**config.mk**
```make
export PLATFORM = sky130hd
export DESIGN_NAME = sseg_display_arbiter
export DESIGN_NICKNAME = d
export VERILOG_FILES = /design/src/rtl/sseg_pkg.sv /design/src/rtl/sseg_display_arbiter_bin2bcd_seq.sv /design/src/rtl/sseg_display_arbiter.sv
export SDC_FILE = /design/constraint.sdc
export NUM_CORES = 1
export LEC_CHECK = 0
export BUFFER_PORTS_ARGS = -buffer_cell sky130_fd_sc_hd__buf_4
export CAP_MARGIN = 10
export CORE_MARGIN = 2
export CORE_UTILIZATION = 50
export CTS_BUF_LIST = sky130_fd_sc_hd__clkbuf_8
export DETAILED_ROUTE_END_ITERATION = 12
export GPL_TIMING_DRIVEN = 0
export MAX_ROUTING_LAYER = met4
export PLACE_DENSITY = 0.7
export SETUP_SLACK_MARGIN = 0.02
export SYNTH_ARGS = -nofsm -noshare
export SYNTH_HDL_FRONTEND = slang
export SYNTH_SLANG_ARGS = --single-unit
```
**constraint.sdc**
```tcl
create_clock -name clock_100Mhz -period 6.9 [get_ports clock_100Mhz]
set_input_delay 1.035 -clock clock_100Mhz [delete_from_list [all_inputs] [get_ports clock_100Mhz]]
set_output_delay 1.035 -clock clock_100Mhz [all_outputs]
set_load 0.01 [all_outputs]
```
**src/rtl/sseg_pkg.sv**
```systemverilog
// Shared types and constants for the seven-segment display arbiter.
// Holds the arbiter state encoding and the BCD converter sizing.
package sseg_pkg;

  typedef enum logic [1:0] {IDLE, LOAD, CONV, SHOW} state_t;

  localparam int MAX_DISPLAY = 9999;
  localparam int BCD_DIGITS  = 4;
  localparam int CONV_STEPS  = 14;

  // Shift-add-3 correction: any BCD nibble of 5 or more gets +3 before the shift.
  function automatic logic [4*BCD_DIGITS-1:0] bcd_adjust(input logic [4*BCD_DIGITS-1:0] b);
    logic [4*BCD_DIGITS-1:0] r;
    r = b;
    for (int i = 0; i < BCD_DIGITS; i++) begin
      if (b[4*i +: 4] >= 4'd5) r[4*i +: 4] = b[4*i +: 4] + 4'd3;
    end
    return r;
  endfunction

  function automatic logic [1:0] grant_of(input logic idx);
    return idx ? 2'b10 : 2'b01;
  endfunction

endpackage

```
**src/rtl/sseg_display_arbiter_bin2bcd_seq.sv**
```systemverilog
// Iterative 14-bit binary to 4-digit BCD converter, one shift-add-3 step per cycle.
// done and bcd are combinational for the final step so the caller can capture the result that edge.
module bin2bcd_seq
  import sseg_pkg::*;
(
  input  logic                    clock_100Mhz,
  input  logic                    reset_n,
  input  logic                    start,
  input  logic [CONV_STEPS-1:0]   bin,
  output logic                    done,
  output logic [4*BCD_DIGITS-1:0] bcd
);

  logic [CONV_STEPS-1:0]   shift_q;
  logic [4*BCD_DIGITS-1:0] acc_q;
  logic [4*BCD_DIGITS-1:0] acc_adj;
  logic [4*BCD_DIGITS-1:0] acc_next;
  logic [3:0]              step_q;
  logic                    active_q;

  always_comb begin
    acc_adj  = bcd_adjust(acc_q);
    acc_next = {acc_adj[4*BCD_DIGITS-2:0], shift_q[CONV_STEPS-1]};
    done     = active_q && (step_q == 4'(CONV_STEPS - 1));
    bcd      = acc_next;
  end

  always_ff @(posedge clock_100Mhz or negedge reset_n) begin
    if (!reset_n) begin
      shift_q  <= '0;
      acc_q    <= '0;
      step_q   <= '0;
      active_q <= 1'b0;
    end else if (start) begin
      shift_q  <= bin;
      acc_q    <= '0;
      step_q   <= '0;
      active_q <= 1'b1;
    end else if (active_q) begin
      shift_q  <= {shift_q[CONV_STEPS-2:0], 1'b0};
      acc_q    <= acc_next;
      step_q   <= step_q + 4'd1;
      if (done) active_q <= 1'b0;
    end
  end

endmodule

```
**src/rtl/sseg_display_arbiter.sv**
```systemverilog
// Round-robin owner of the 4-digit display with a minimum hold per grant;
// the granted value is clamped to 9999 and converted to BCD before it is shown.
module sseg_display_arbiter
  import sseg_pkg::*;
#(
  parameter int HOLD_CYCLES = 100000000,
  parameter int HOLD_W      = 27
) (
  input  logic        clock_100Mhz,
  input  logic        reset_n,
  input  logic [1:0]  req,
  input  logic [15:0] value0,
  input  logic [15:0] value1,
  output logic [1:0]  grant,
  output logic [15:0] bcd_digits,
  output logic        digits_valid,
  output logic        overflow,
  output logic        busy,
  output state_t      dbg_state
);

  state_t                  state_q;
  logic [HOLD_W-1:0]       hold_q;
  logic                    rr_ptr;
  logic                    owner;
  logic                    other;
  logic                    idle_pick;
  logic                    hold_done;
  logic [15:0]             sel_value;
  logic                    clamp_over;
  logic [CONV_STEPS-1:0]   conv_in;
  logic                    conv_start;
  logic                    conv_done;
  logic [4*BCD_DIGITS-1:0] conv_bcd;

  always_comb begin
    owner      = grant[1];
    other      = ~grant[1];
    idle_pick  = (req == 2'b11) ? rr_ptr : req[1];
    hold_done  = (hold_q == HOLD_W'(HOLD_CYCLES - 1));
    sel_value  = grant[1] ? value1 : value0;
    clamp_over = (sel_value > 16'(MAX_DISPLAY));
    conv_in    = clamp_over ? CONV_STEPS'(MAX_DISPLAY) : sel_value[CONV_STEPS-1:0];
    conv_start = (state_q == LOAD);
  end

  assign dbg_state = state_q;

  bin2bcd_seq u_bin2bcd (
    .clock_100Mhz (clock_100Mhz),
    .reset_n      (reset_n),
    .start        (conv_start),
    .bin          (conv_in),
    .done         (conv_done),
    .bcd          (conv_bcd)
  );

  always_ff @(posedge clock_100Mhz or negedge reset_n) begin
    if (!reset_n) begin
      state_q      <= IDLE;
      hold_q       <= '0;
      rr_ptr       <= 1'b0;
      grant        <= 2'b00;
      bcd_digits   <= '0;
      digits_valid <= 1'b0;
      overflow     <= 1'b0;
      busy         <= 1'b0;
    end else begin
      case (state_q)
        IDLE: begin
          if (|req) begin
            grant   <= grant_of(idle_pick);
            rr_ptr  <= ~idle_pick;
            busy    <= 1'b1;
            state_q <= LOAD;
          end
        end
        LOAD: begin
          overflow <= clamp_over;
          state_q  <= CONV;
        end
        CONV: begin
          if (conv_done) begin
            bcd_digits   <= conv_bcd;
            digits_valid <= 1'b1;
            busy         <= 1'b0;
            hold_q       <= '0;
            state_q      <= SHOW;
          end
        end
        SHOW: begin
          // A dropped owner request cuts the hold short.
          if (!req[owner] || hold_done) begin
            if (req[other]) begin
              grant        <= grant_of(other);
              rr_ptr       <= owner;
              digits_valid <= 1'b0;
              busy         <= 1'b1;
              state_q      <= LOAD;
            end else if (req[owner]) begin
              busy    <= 1'b1;
              state_q <= LOAD;
            end else begin
              grant        <= 2'b00;
              digits_valid <= 1'b0;
              state_q      <= IDLE;
            end
          end else begin
            hold_q <= hold_q + 1'b1;
          end
        end
        default: state_q <= IDLE;
      endcase
    end
  end

endmodule

```
---- Word-level counts from Yosys, hierarchy flattened ----
Index checks and enable logic that the tools add are counted.
storage, ports and cells
  bits in registers ....................... 86
  bits in latches ......................... 0
  RAM bits ................................ 0
  memory bits (read-only) ................. 0
  input bits .............................. 36
  output and inout port bits .............. 23
  word-level logic and storage cells ...... 107
  memories ................................ 0
operators by class
  $add $sub $neg .......................... 6
  $mul .................................... 0
  divide/modulo/power cells ............... 0
  order comparisons ....................... 7
  equal/unequal tests ..................... 13
  shifts and indexed selects .............. 0
  mux-type cells .......................... 51
  bitwise logic cells ..................... 2
  reduce and logical (&&, ||, !) cells .... 16
operator list
  cell                                                               number
  2-to-1 mux 27 bit                                                  2
  case mux 27 bit (2 select lines)                                   1
  2-to-1 mux 16 bit                                                  3
  2-to-1 mux 14 bit                                                  3
  adder 27 x 1 -> 27 bit, second input constant                      1
  == test 27 bit, second input constant                              1
  2-to-1 mux 1 bit                                                   22
  2-to-1 mux 4 bit                                                   5
  2-to-1 mux 2 bit                                                   9
  greater-or-equal comparator 4 x 3 -> 1 bit, second input constant  4
  greater-than comparator 16 x 14 -> 1 bit, second input constant    1
  adder 4 x 2 -> 4 bit, second input constant                        3
  AND reduction 4 bit                                                3
  inequality test 2 bit, second input constant                       5
  case mux 2 bit (4 select lines)                                    1
  == test 2 bit, second input constant                               3
  inequality test 3 bit, second input constant                       2
  AND reduction 3 bit                                                2
  nonzero test 2 bit                                                 3
  AND reduction 5 bit                                                1
  adder 4 x 1 -> 4 bit, second input constant                        1
  == test 4 bit, second input constant                               1
  < comparator 1 x 2 -> 1 bit, second input constant                 2
  case mux 1 bit (2 select lines)                                    2
  13 further kinds                                                   14

---- Depth between registers and ports, before layout ----
  word-level depth ........................ 6
  depth in mapped cells ................... 9

---- Cells and area by module ----
From an unflattened synthesis, not the netlist that was laid out.
unflattened totals
  cells, all modules ...................... 547
  area, all modules ....................... 5106.1 sq um
by module, submodules not included
  module                instances  cells each  area each (sq um)  sequential area each (sq um)
  sseg_display_arbiter  1          331         3094.2             1276.2
  bin2bcd_seq           1          216         2011.9             875.8

---- Least setup slack after synthesis ----
No wires, ideal clock.
  path kind ............................... input port to flip-flop
  from .................................... input port req[0]
  to ...................................... register hold_q[18]
  setup time .............................. 78 ps
  arrival time ............................ 2477 ps
  path slack .............................. 4345 ps
  cell stages on the path ................. 6
  path buffers ............................ 1
  cell sequence ........................... buf_2 mux2i_1 a211oi_1 nand4_1 or3_1 a21oi_1
between the ends
  cells in the longest elaborated chain, start to end .. 6
RTL lines
  item                                                 RTL line                     text
  from (decl)                                          sseg_display_arbiter.sv:11   input logic [1:0] req,
  2-to-1 mux 1 bit (implied by the code) (2 in a row)  sseg_display_arbiter.sv:93   if (!req[owner] || hold_done) begin
  zero test 1 bit                                      sseg_display_arbiter.sv:93
  logical OR 1 bit                                     sseg_display_arbiter.sv:93
  inequality test 2 bit (no source line)               n/a
  AND reduction 3 bit (no source line)                 n/a
  to (signal assigned)                                 sseg_display_arbiter.sv:109  hold_q <= hold_q + 1'b1;
  to (decl)                                            sseg_display_arbiter.sv:23   logic [HOLD_W-1:0] hold_q;
Every way passes these cells. The select of a mux whose other input is x is not followed.
A chain may end at the register's enable or synchronous reset.

---- Final worst setup path ----
  from .................................... register state_q[0], in the netlist dbg_state[0]
  to ...................................... register hold_q[13]
between the ends
  cells in the longest elaborated chain, start to end .. 3
  elaborated cells on any way between the ends .. 7
  classes of those cells .................. 4 x eq/ne; 1 x mux; 2 x reduce/logical
RTL lines
  item                                                                                 RTL line                    text
  from (decl)                                                                          sseg_display_arbiter.sv:22  state_t state_q;
  from (signal assigned)                                                               sseg_display_arbiter.sv:60  state_q <= IDLE;
  from (signal assigned)                                                               sseg_display_arbiter.sv:75  state_q <= LOAD;
  from (signal assigned)                                                               sseg_display_arbiter.sv:80  state_q <= CONV;
  == test 2 bit                                                                        sseg_display_arbiter.sv:69  case (state_q)
  inequality test 2 bit (no source line) / nonzero test 2 bit (equally long branches)  n/a
  AND reduction 3 bit (no source line)                                                 n/a
Several ways; a longest one is shown, not always the timed one.

==> flow_metrics.tcl <==
set metrics [dict create \
    grt_pass1_vias 4059 \
    synth.top_cell.area_share_pct 43.6 \
    r2r_slack_ns 4.12 \
    timing.fmax_ghz 0.360 \
    final-max-slew-violation-count 0 \
    drive_gt1_share_pct 16.1 \
    yosys.area.top_type "dfrtp_1" \
    placed_area_um2 5530 \
    grt_setup_unrepaired "no" \
    start_util_pct 51.0 \
    num-fill-cells 853 \
    slew_headroom_pct 28.3 \
    min_from "bcd_digits[11]" \
    period_minus_slack_ns 2.78 \
    async_flop_share_pct 100 \
    fin_crit_sh_pct 40.3 \
    drc 0 \
    core_um2 9680 \
    fin_ws_ns 4.12 \
    rr_worst_depth 9 \
    die-area_um2 10700 \
    cts_htree_levels 3 \
    path_class "register to register" \
    ctsRootBufferMaster "clkbuf_8" \
    syn_avg_cell_area_um2 9.52 \
    postCtsResizedCells 0 \
    grt_max_degree 87 \
    dp_hpwl_um 7880 \
    worstSkewPairLatency_ns 0.37 \
    critPathArrivalTime_ns 3.07 \
    ys_seq_area_share_pct 43.6 \
    cts_inserted_buffers 9 \
    synth_ff_type "dfrtp_1" \
    synth_fp_nets 570 \
    path_max_fanout 10 \
    wl_um 11100 \
    status "finished, final reports clean" \
    num_rows 36 \
    maxCapViolCount 0 \
    report.final.hold_viol_count 0 \
    die_w_um 103 \
    clk_pin_slew_ns 0.09 \
    skew_ns 0.0150 \
    antenna_found_initial 0 \
    clock_sinks 86 \
    hp-class "register to register" \
    whs_path_depth 2 \
    yosysWarningCount 0 \
    synth_edf_count 0 \
    syn_inst 519 \
    via_per_inst 5.66 \
    routabilityCongestion 0.864 \
    antenna_left 0 \
    syn-cell-area_um2 4940 \
    place_ws_ns 3.95 \
    grt_pass1_wl_um 18800 \
    synth-seq-cells 86 \
    netlist_top_cells_area "dfrtp_1 44%, mux2i_1 10%, ha_1 3.8%, a21oi_1 3.7%, nor2_1 3.3%" \
    clock_path_buffers 2 \
    fin_tns_setup_ns 0 \
    reg2reg_from "dbg_state[0]" \
    power_density_nw_per_um2 395 \
    timing.rr.end "hold_q[13]" \
    synthTopCellsByCount "86 x dfrtp_1, 50 x mux2i_1, 44 x nor2_1, 41 x nand2_1, 37 x a21oi_1" \
    postCtsSetupBuffers 0 \
    synth_most_common_cell "dfrtp_1" \
    ir_drop_mv 0.249 \
    port_buffers 56 \
    antenna_cells 0 \
    leakage_nw 2.66 \
    tightest_slew_ns 1.08 \
    area_delta_synth_final_pct 16.5 \
    route.vias.total 4101 \
    grt.overflow.total 0 \
    cp-end-kind "register" \
    cts_tree "yes" \
    holdPathEnd "bcd_digits[11]" \
    cp_data_required_time_ns 7.19 \
    ys_types 49 \
    total_power_w 0.00227 \
    firstDrtPassIters 7 \
    drtIter0Drc 171 \
    wl_per_cell_um 15.4 \
    top_level_ports 59 \
    cts_hold_buf 0 \
    setup_viol 0 \
    start_kind "register" \
    die_y_um 103 \
    stdcell_area_um2 5750 \
    track_usage_pct 23.2 \
    nNetsFinal 637 \
]
-- power breakdown --
group / total [W] / switching (W) / internal (W) / leakage, nW
Sequential: 0.000836 / 0.000151 / 0.000685 / 1.07
Combinational: 0.00102 / 0.000576 / 0.000448 / 1.48
Clock: 0.000413 / 0.000203 / 0.000210 / 0.112
-- metal layers --
| metal | routed length (um) | vias up | GRT usage (%) |
|---|---|---|---|
| met5 | 0 | - | - |
| met4 | 167 | 0 | 8.20 |
| met3 | 465 | 15 | 3.70 |
| met2 | 5430 | 97 | 37.3 |
| met1 | 5060 | 2000 | 30.0 |
| li1 | - | 1989 | - |
-- sequential cells by signal (all words and copies together), names as in the netlist, 2 cells and up --
| name | count |
|---|---|
| grant | 2 |
| u_bin2bcd.shift_q | 14 |
| dbg_state | 2 |
| u_bin2bcd.acc_q | 16 |
| hold_q | 27 |
| u_bin2bcd.step_q | 4 |
| bcd_digits | 16 |
-- how the worst max path moves through the flow --
| stage | from | endpoint | slack [ns] |
|---|---|---|---|
| after detailed placement | req[0] | hold_q[18] | 3.95 |
| after global routing | dbg_state[1] | hold_q[19] | 3.94 |
| after global placement | req[0] | hold_q[18] | 3.97 |
| final | dbg_state[0] | hold_q[13] | 4.12 |
| after floorplan | req[0] | hold_q[18] | 4.34 |
| after CTS | dbg_state[0] | hold_q[13] | 4.20 |
-- cells in the final DEF, fill, tap and decap left out, types with 20 or more instances in the layout --
master    count
a211oi_1     21
a21oi_1      37
buf_4        57
clkbuf_1     20
dfrtp_1      86
inv_1        22
mux2i_1      50
nand2_1      41
nor2_1       44
o21ai_0      23
-- layout make-up --
class / instances / area (um^2) / area share, %
buffer: 28 / 113 / 1.96
clock buffer: 9 / 124 / 2.15
clock inverter: 7 / 105 / 1.83
inverter: 22 / 82.6 / 1.44
multi-input combinational: 383 / 2590 / 45.0
sequential: 86 / 2150 / 37.4
tap: 133 / 166 / 2.89
timing repair buffer: 56 / 420 / 7.31
-- cell families after synthesis --
group,after synthesis,share of synthesized area [%]
simple gates,186,19.6
compound gates,107,13.9
flops,86,43.6
mux,62,12.9
buf+inv,50,3.95
fa+ha+maj,15,3.80
xor+xnor,13,2.31
-- stage by stage --
stage	instances	hold WS (ns)	utilization, %
after floorplan	519	0.486	-
after global placement	708	0.463	57.1
after detailed placement	708	0.472	57.1
after CTS	724	0.494	59.4
after global routing	724	0.518	59.4
final	724	0.488	59.4
-- critical path, cell delays in order (launching register included) --
cell	delay [ns]
dfrtp_1	0.44
inv_1	0.12
ha_1	0.15
clkbuf_1	0.30
nor2_1	0.10
a21oi_1	0.33
nand4_1	0.23
clkbuf_1	0.28
a2111oi_0	0.48
mux2i_1	0.27
Power figures use the tool's default switching activity.
